### src/rtl/swap_sequencer_if.sv
// Handshake bundle between swap_sequencer, the render engines and the swap logic.
// master: sequencer side; slave: engines/display side.
interface swap_sequencer_if #(
    parameter int NUM_STAGES = 2
) ();
    logic [NUM_STAGES-1:0] stage_start;
    logic [NUM_STAGES-1:0] stage_start_ack;
    logic [NUM_STAGES-1:0] stage_done;
    logic [NUM_STAGES-1:0] stage_done_ack;
    logic                  swap;
    logic                  swap_ack;

    modport master (
        output stage_start,
        output stage_done_ack,
        output swap,
        input  stage_start_ack,
        input  stage_done,
        input  swap_ack
    );

    modport slave (
        input  stage_start,
        input  stage_done_ack,
        input  swap,
        output stage_start_ack,
        output stage_done,
        output swap_ack
    );
endinterface

### src/rtl/swap_sequencer.sv
// Frame sequencer: runs masked render stages in index order, then requests a swap.
// Ports: clock/reset, enable, stage_mask, timeout_limit, err_clear, bus (master), status.
module swap_sequencer #(
    parameter int NUM_STAGES  = 2,
    parameter int SYNC_STAGES = 2,
    parameter int TIMEOUT_W   = 16,
    parameter int FRAME_CNT_W = 16,
    localparam int CUR_W = (NUM_STAGES > 1) ? $clog2(NUM_STAGES) : 1
) (
    input  logic                   clock,
    input  logic                   reset,
    input  logic                   enable,
    input  logic [NUM_STAGES-1:0]  stage_mask,
    input  logic [TIMEOUT_W-1:0]   timeout_limit,
    input  logic                   err_clear,
    swap_sequencer_if.master       bus,
    output logic                   busy,
    output logic [CUR_W-1:0]       cur_stage,
    output logic [FRAME_CNT_W-1:0] frame_count,
    output logic                   timeout_err,
    output logic [CUR_W:0]         timeout_stage
);

    typedef enum logic [1:0] {IDLE, START, WAIT_DONE, SWAP} state_e;

    state_e                 state_q, state_d;
    logic [NUM_STAGES-1:0]  mask_q, mask_d;
    logic [CUR_W-1:0]       cur_q, cur_d;
    logic [TIMEOUT_W-1:0]   cnt_q, cnt_d;
    logic [FRAME_CNT_W-1:0] frame_q, frame_d;
    logic                   err_q, err_d;
    logic [CUR_W:0]         err_stage_q, err_stage_d;
    logic [NUM_STAGES-1:0]  start_q, start_d;
    logic                   swap_q, swap_d;
    logic [NUM_STAGES-1:0]  sync_q [SYNC_STAGES];
    logic [NUM_STAGES-1:0]  sync_d [SYNC_STAGES];
    logic [NUM_STAGES-1:0]  ack_r_q, ack_r_d;

    logic [NUM_STAGES-1:0]  done_ack;
    logic [NUM_STAGES-1:0]  done_edge;
    logic [CUR_W:0]         first;
    logic [CUR_W:0]         nxt;
    logic                   hit;
    logic                   fire;

    // {found, index} of the lowest set bit of m at or above index from.
    function automatic logic [CUR_W:0] first_set(
        input logic [NUM_STAGES-1:0] m,
        input int                    from
    );
        logic [CUR_W:0] res;
        res = '0;
        for (int i = NUM_STAGES - 1; i >= 0; i--) begin
            if (i >= from && m[i]) begin
                res = {1'b1, CUR_W'(i)};
            end
        end
        return res;
    endfunction

    assign done_ack  = sync_q[SYNC_STAGES-1];
    assign done_edge = done_ack & ~ack_r_q;

    always_comb begin
        state_d     = state_q;
        mask_d      = mask_q;
        cur_d       = cur_q;
        cnt_d       = cnt_q;
        frame_d     = frame_q;
        err_d       = err_q;
        err_stage_d = err_stage_q;
        start_d     = '0;
        swap_d      = 1'b0;
        fire        = 1'b0;

        sync_d[0] = bus.stage_done;
        for (int k = 1; k < SYNC_STAGES; k++) begin
            sync_d[k] = sync_q[k-1];
        end
        ack_r_d = done_ack;

        first = first_set(stage_mask, 0);
        nxt   = first_set(mask_q, int'(cur_q) + 1);
        hit   = (timeout_limit != '0) &&
                (cnt_q == timeout_limit - TIMEOUT_W'(1));

        if (err_clear) begin
            err_d       = 1'b0;
            err_stage_d = '0;
        end

        // Requests are registered from the current state, so they appear
        // one cycle after the state is entered and drop with the ack.
        unique case (state_q)
            IDLE: begin
                if (enable) begin
                    mask_d  = stage_mask;
                    cnt_d   = '0;
                    cur_d   = first[CUR_W-1:0];
                    state_d = first[CUR_W] ? START : SWAP;
                end
            end
            START: begin
                cnt_d = cnt_q + TIMEOUT_W'(1);
                if (bus.stage_start_ack[cur_q]) begin
                    cnt_d   = '0;
                    state_d = WAIT_DONE;
                end else if (hit) begin
                    fire = 1'b1;
                end else begin
                    start_d[cur_q] = 1'b1;
                end
            end
            WAIT_DONE: begin
                cnt_d = cnt_q + TIMEOUT_W'(1);
                if (done_edge[cur_q]) begin
                    cnt_d = '0;
                    if (nxt[CUR_W]) begin
                        cur_d   = nxt[CUR_W-1:0];
                        state_d = START;
                    end else begin
                        state_d = SWAP;
                    end
                end else if (hit) begin
                    fire = 1'b1;
                end
            end
            SWAP: begin
                cnt_d = cnt_q + TIMEOUT_W'(1);
                if (bus.swap_ack) begin
                    frame_d = frame_q + FRAME_CNT_W'(1);
                    cnt_d   = '0;
                    if (enable) begin
                        mask_d  = stage_mask;
                        cur_d   = first[CUR_W-1:0];
                        state_d = first[CUR_W] ? START : SWAP;
                    end else begin
                        cur_d   = '0;
                        state_d = IDLE;
                    end
                end else if (hit) begin
                    fire = 1'b1;
                end else begin
                    swap_d = 1'b1;
                end
            end
            default: state_d = IDLE;
        endcase

        // First timeout is kept unless cleared in this same cycle.
        if (fire) begin
            state_d = IDLE;
            cur_d   = '0;
            cnt_d   = '0;
            err_d   = 1'b1;
            if (!err_q || err_clear) begin
                err_stage_d = (state_q == SWAP) ?
                    {1'b1, {CUR_W{1'b0}}} : {1'b0, cur_q};
            end
        end
    end

    always_ff @(posedge clock) begin
        if (reset) begin
            state_q     <= IDLE;
            mask_q      <= '0;
            cur_q       <= '0;
            cnt_q       <= '0;
            frame_q     <= '0;
            err_q       <= 1'b0;
            err_stage_q <= '0;
            start_q     <= '0;
            swap_q      <= 1'b0;
            ack_r_q     <= '0;
            for (int k = 0; k < SYNC_STAGES; k++) begin
                sync_q[k] <= '0;
            end
        end else begin
            state_q     <= state_d;
            mask_q      <= mask_d;
            cur_q       <= cur_d;
            cnt_q       <= cnt_d;
            frame_q     <= frame_d;
            err_q       <= err_d;
            err_stage_q <= err_stage_d;
            start_q     <= start_d;
            swap_q      <= swap_d;
            ack_r_q     <= ack_r_d;
            for (int k = 0; k < SYNC_STAGES; k++) begin
                sync_q[k] <= sync_d[k];
            end
        end
    end

    assign bus.stage_start    = start_q;
    assign bus.stage_done_ack = done_ack;
    assign bus.swap           = swap_q;
    assign busy               = (state_q != IDLE);
    assign cur_stage          = cur_q;
    assign frame_count        = frame_q;
    assign timeout_err        = err_q;
    assign timeout_stage      = err_stage_q;

endmodule

### src/flat_wrapper.sv
// flat-port wrapper written by rule: the top's interface ports become plain ports
module swap_sequencer_flat 
#(
    parameter int NUM_STAGES  = 2,
    parameter int SYNC_STAGES = 2,
    parameter int TIMEOUT_W   = 16,
    parameter int FRAME_CNT_W = 16,
    localparam int CUR_W = (NUM_STAGES > 1) ? $clog2(NUM_STAGES) : 1
)
  (clock, reset, enable, stage_mask, timeout_limit, err_clear, busy, cur_stage, frame_count, timeout_err, timeout_stage, bus_stage_start, bus_stage_done_ack, bus_swap, bus_stage_start_ack, bus_stage_done, bus_swap_ack);
  swap_sequencer_if #(.NUM_STAGES(NUM_STAGES)) bus_i ();
  input  logic clock;
  input  logic reset;
  input  logic enable;
  input  logic [NUM_STAGES-1:0] stage_mask;
  input  logic [TIMEOUT_W-1:0] timeout_limit;
  input  logic err_clear;
  output logic busy;
  output logic [CUR_W-1:0] cur_stage;
  output logic [FRAME_CNT_W-1:0] frame_count;
  output logic timeout_err;
  output logic [CUR_W:0] timeout_stage;
  output wire logic [$bits(bus_i.stage_start)-1:0] bus_stage_start;
  output wire logic [$bits(bus_i.stage_done_ack)-1:0] bus_stage_done_ack;
  output wire logic [$bits(bus_i.swap)-1:0] bus_swap;
  input wire logic [$bits(bus_i.stage_start_ack)-1:0] bus_stage_start_ack;
  input wire logic [$bits(bus_i.stage_done)-1:0] bus_stage_done;
  input wire logic [$bits(bus_i.swap_ack)-1:0] bus_swap_ack;
  assign bus_stage_start = bus_i.stage_start;
  assign bus_stage_done_ack = bus_i.stage_done_ack;
  assign bus_swap = bus_i.swap;
  assign bus_i.stage_start_ack = bus_stage_start_ack;
  assign bus_i.stage_done = bus_stage_done;
  assign bus_i.swap_ack = bus_swap_ack;
  swap_sequencer #(.NUM_STAGES(NUM_STAGES), .SYNC_STAGES(SYNC_STAGES), .TIMEOUT_W(TIMEOUT_W), .FRAME_CNT_W(FRAME_CNT_W)) u_core (.clock(clock), .reset(reset), .enable(enable), .stage_mask(stage_mask), .timeout_limit(timeout_limit), .err_clear(err_clear), .bus(bus_i), .busy(busy), .cur_stage(cur_stage), .frame_count(frame_count), .timeout_err(timeout_err), .timeout_stage(timeout_stage));
endmodule
### config.mk
export PLATFORM = sky130hd
export DESIGN_NAME = swap_sequencer_flat
export DESIGN_NICKNAME = d
export VERILOG_FILES = /design/src/rtl/swap_sequencer_if.sv /design/src/rtl/swap_sequencer.sv /design/src/flat_wrapper.sv
export SDC_FILE = /design/constraint.sdc
export NUM_CORES = 1
export LEC_CHECK = 0
export BUFFER_PORTS_ARGS = -buffer_cell sky130_fd_sc_hd__buf_2
export CORE_ASPECT_RATIO = 1.5
export CORE_MARGIN = 8
export CORE_UTILIZATION = 60
export CTS_CLUSTER_SIZE = 24
export DETAILED_ROUTE_END_ITERATION = 16
export PLACE_DENSITY = 0.93
export SETUP_SLACK_MARGIN = 0.4
export SYNTH_ARGS = -nofsm -noshare
export SYNTH_HDL_FRONTEND = slang
export SYNTH_SLANG_ARGS = --single-unit
### constraint.sdc
create_clock -name clock -period 5.2 [get_ports clock]
set_input_delay 0.78 -clock clock [delete_from_list [all_inputs] [get_ports clock]]
set_output_delay 0.78 -clock clock [all_outputs]
set_load 0.02 [all_outputs]
==> impl_metrics.sql <==
INSERT INTO impl_metrics (metric_group, metric, value, unit) VALUES
('status', 'outcome', 'finished clean', ''),
('grt', 'track_usage', '19.1', '%'),
('setup_path', 'worst_r2r_path_depth', '8', ''),
('synth', 'netlist_instances', '351', ''),
('setup_path', 'timing.setup.critical_path_class', 'input port to flip-flop', ''),
('cts', 'htreeDepth', '2', ''),
('synth', 'synth.yosys.warnings', '0', ''),
('timing', 'unrepaired_setup_endpoints_after_global_routing', 'false', ''),
('cts', 'holdBufCountCts', '0', ''),
('timing', 'worst_pin_slew', '0.693', 'ns'),
('timing', 'timing.slew.headroom', '53.8', '%'),
('timing', 'largest_clock_skew_in_the_final_design', '0.00822', 'ns'),
('cts', 'cts.path.max_buffers', '2', ''),
('synth', 'simple_gate_area_share_of_the_yosys_netlist', '31.3', '%'),
('pwr', 'power_leakage', '1.24', 'nW'),
('setup_path', 'timing.rr.end', 'u_core.timeout_stage[0]$_SDFF_PP0_', ''),
('synth', 'synth_ff_type', 'dfxtp_1', ''),
('timing', 'timing.final.crit_period', '3.18', 'ns'),
('cts', 'cts_tree', 'yes', ''),
('synth', 'synth_xor_area_share', '10.4', '%'),
('synth', 'area_fraction_in_compound_gates_after_synthesis', '14.7', '%'),
('setup_path', 'worst_path_arrival_time', '3.35', 'ns'),
('cells_and_area', 'layout.cell_area.non_filler', '3210', 'um2'),
('synth', 'synth_seq_cells', '48', ''),
('route', 'detailroute.via_count', '2681', ''),
('synth', 'syn_area_per_cell', '8.12', 'um2'),
('die', 'die_w', '72.3', 'um'),
('setup_path', 'endpoint_kind', 'flip-flop', ''),
('die', 'floorplan.initialDensity', '62.8', '%'),
('timing', 'setup_violations', '0', ''),
('setup_path', 'setup.worst_path.end', 'u_core.cnt_q[5]$_SDFFE_PP0N_', ''),
('synth', 'syn_nets', '382', ''),
('timing', 'finalSetupTns', '0', 'ns'),
('setup_path', 'critPathMaxFanout', '19', ''),
('cts', 'clkTransAtPathRegs', '0.09', 'ns'),
('synth', 'ffs_w_async_s_r_synth', '0', '%'),
('pwr', 'power_per_standard_cell_area', '265', 'nW/um2'),
('setup_path', 'timing.critical_path.required', '5.37', 'ns'),
('cts', 'post-cts-setup-buffer-count', '0', ''),
('cts', 'worstSkewPairLatency', '0.30', 'ns'),
('route', 'drt_wl_total', '6.81', 'mm'),
('die', 'placement_rows', '30', ''),
('cells_and_area', 'fraction_of_final_layout_cells_sized_beyond_drive_strength_1', '18.9', '%'),
('synth', 'yosys-mux-area-fraction', '2.85', '%'),
('die', 'chipHeight', '100', 'um'),
('placed_design', 'postPlaceCellArea', '3090', 'um2'),
('grt', 'grt_antenna_before_repair', '0', ''),
('synth', 'synth-adder-area-share', '1.76', '%'),
('timing', 'timing.hold.ws', '0.441', 'ns'),
('grt', 'grt_start_max_net_pins', '30', ''),
('route', 'wl_per_cell', '14.9', 'um'),
('job', 'max_cap_viol_count', '0', ''),
('worst_hold_path', 'hold_path_class', 'flip-flop to flip-flop', ''),
('cts', 'cts_num_sinks', '48', ''),
('cells_and_area', 'areaGrowthSynthToFinish', '12.5', '%'),
('cells_and_area', 'diodes', '0', ''),
('timing', 'timing_max_transition_violations_final', '0', ''),
('synth', 'synth_edf_count', '0', ''),
('route', 'drt_iter0_drc', '117', ''),
('placed_design', 'numPortBuffers', '52', ''),
('grt', 'number_of_global_route_vias_before_repair', '2692', ''),
('synth', 'post_synth_instance_area', '2850', 'um2'),
('die', 'core_area', '4540', 'um2'),
('setup_path', 'worstReg2RegStart', 'u_core.cur_stage$_SDFFE_PP0P_', ''),
('cts', 'number_of_buffers_created_by_cts', '5', ''),
('die', 'design.portCount', '53', ''),
('cts', 'clock_tree.root_cell', 'clkbuf_8', ''),
('pwr', 'vdd_drop_max', '0.000290', 'V'),
('timing', 'fmaxAchievable', '315', 'MHz'),
('timing', 'post-route-period-util', '61.1', '%'),
('synth', 'synth-seq-area-share', '33.7', '%');
where the power goes:
part	switching [W]	leakage, nW	internal (W)
registers	0.0000211	0.389	0.000379
clock network	0.000128	0.0583	0.000145
logic	0.000111	0.791	0.0000650
total	0.000261	1.24	0.000589
routing by layer:
metal,vias up,track usage [%],wire length (um)
met5,-,0,0
met4,0,8.53,145
met3,15,4.69,396
met2,88,35.0,3520
met1,1244,19.5,2740
li1,1334,-,-
cell usage in the layout (no fill, tap or decap), types with 2 or more instances in the layout:
cell / n
a211oi_1: 2
a21oi_1: 18
a22oi_1: 5
a311oi_1: 3
a41oi_1: 2
and2_1: 2
and3_1: 9
and4_1: 2
buf_2: 52
clkbuf_8: 5
clkinv_4: 2
dfxtp_1: 48
ha_1: 4
inv_1: 11
mux2i_1: 7
nand2_1: 20
nand2b_1: 2
nand3_1: 16
nand3b_1: 6
nand4_1: 9
nor2_1: 41
nor2b_1: 9
nor3_1: 16
nor3b_1: 8
nor4_1: 4
nor4_4: 2
o211ai_1: 2
o21ai_0: 21
or3_1: 5
xnor2_1: 18
xor2_1: 16
worst max-delay path, stage by stage:
cell and delay (ns):
buf_2 0.13, inv_1 0.08, ha_1 0.28, or3b_2 0.48
nor2_1 0.17, a22oi_1 0.13, nor3_1 0.48, a31o_1 0.69
nor3_1 0.14
worst min-delay path by stage:
stage / start / end / cells after the start / slack (ns)
floorplan: u_core.sync_q[0][0]$_SDFF_PP0_ / u_core.sync_q[0][2]$_SDFF_PP0_ / 1 / 0.41
global placement: u_core.sync_q[0][1]$_SDFF_PP0_ / u_core.sync_q[0][3]$_SDFF_PP0_ / 1 / 0.42
detailed placement: u_core.sync_q[0][1]$_SDFF_PP0_ / u_core.sync_q[0][3]$_SDFF_PP0_ / 1 / 0.43
CTS: u_core.sync_q[0][1]$_SDFF_PP0_ / u_core.sync_q[0][3]$_SDFF_PP0_ / 1 / 0.45
global route: u_core.sync_q[0][1]$_SDFF_PP0_ / u_core.sync_q[0][3]$_SDFF_PP0_ / 1 / 0.47
finish: u_core.sync_q[0][1]$_SDFF_PP0_ / u_core.sync_q[0][3]$_SDFF_PP0_ / 1 / 0.44
cell type report:
cell class                      instances  area [um2]
Timing Repair Buffer                   53         268
Fill cell                             361        1340
Inverter                               11        41.3
Tap cell                               64        80.1
Clock inverter                          3        47.5
Clock buffer                            5        68.8
Sequential cell                        48         961
Multi-Input combinational cell        272        1740
cell usage after synthesis (3+ instances only):
cell type  number  area [um2]
inv_1          11        41.3
nor3b_1         8        60.1
or3_1           5        31.3
mux2i_1         7        70.1
a22oi_1         5        37.5
nor4_1          4        25.0
o21ai_0        21         105
nor3_1         16        80.1
a311oi_1        3        26.3
nand4_1         9        56.3
xnor2_1        18         158
nand3b_1        6        45.0
clkbuf_1       15        56.3
nor2b_1         9        56.3
ha_1            4        50.1
nor2_1         41         154
dfxtp_1        48         961
a21oi_1        18        90.1
xor2_1         16         140
and3_1          9        56.3
nand3_1        16        80.1
nand2_1        20        75.1
per-stage QoR:
step,util [%],instances,power (W),worst slack (ns)
2_1_floorplan,-,351,0.000532,2.29
3_3_place_gp,68.0,448,0.000573,1.80
3_5_place_dp,68.0,448,0.000581,1.68
4_1_cts,70.6,456,0.000851,2.02
5_1_grt,70.6,456,0.000884,1.76
6_report,70.6,456,0.000850,2.02
registers in the layout (all words and copies together), names as in the netlist:
register / cells
u_core.sync_q: 4
u_core.mask_q: 1
u_core.bus.swap: 1
u_core.frame_count: 16
u_core.state_q: 2
u_core.cur_stage: 1
u_core.timeout_err: 1
u_core.ack_r_q: 2
u_core.bus.stage_start: 2
u_core.timeout_stage: 2
u_core.cnt_q: 16
cells by family (layout without fill, tap and decap cells):
family                     after synthesis  count (layout)
and+or+nand+nor                        161             161
xor gates and xnor gates                34              34
AOI/OAI and AO/OA                       65              65
buffers and inverters                   31              72
muxes                                    8               8
adders and majority gates                4               4
DFF                                     48              48
Note: power is estimated with default switching activity, not from simulation.
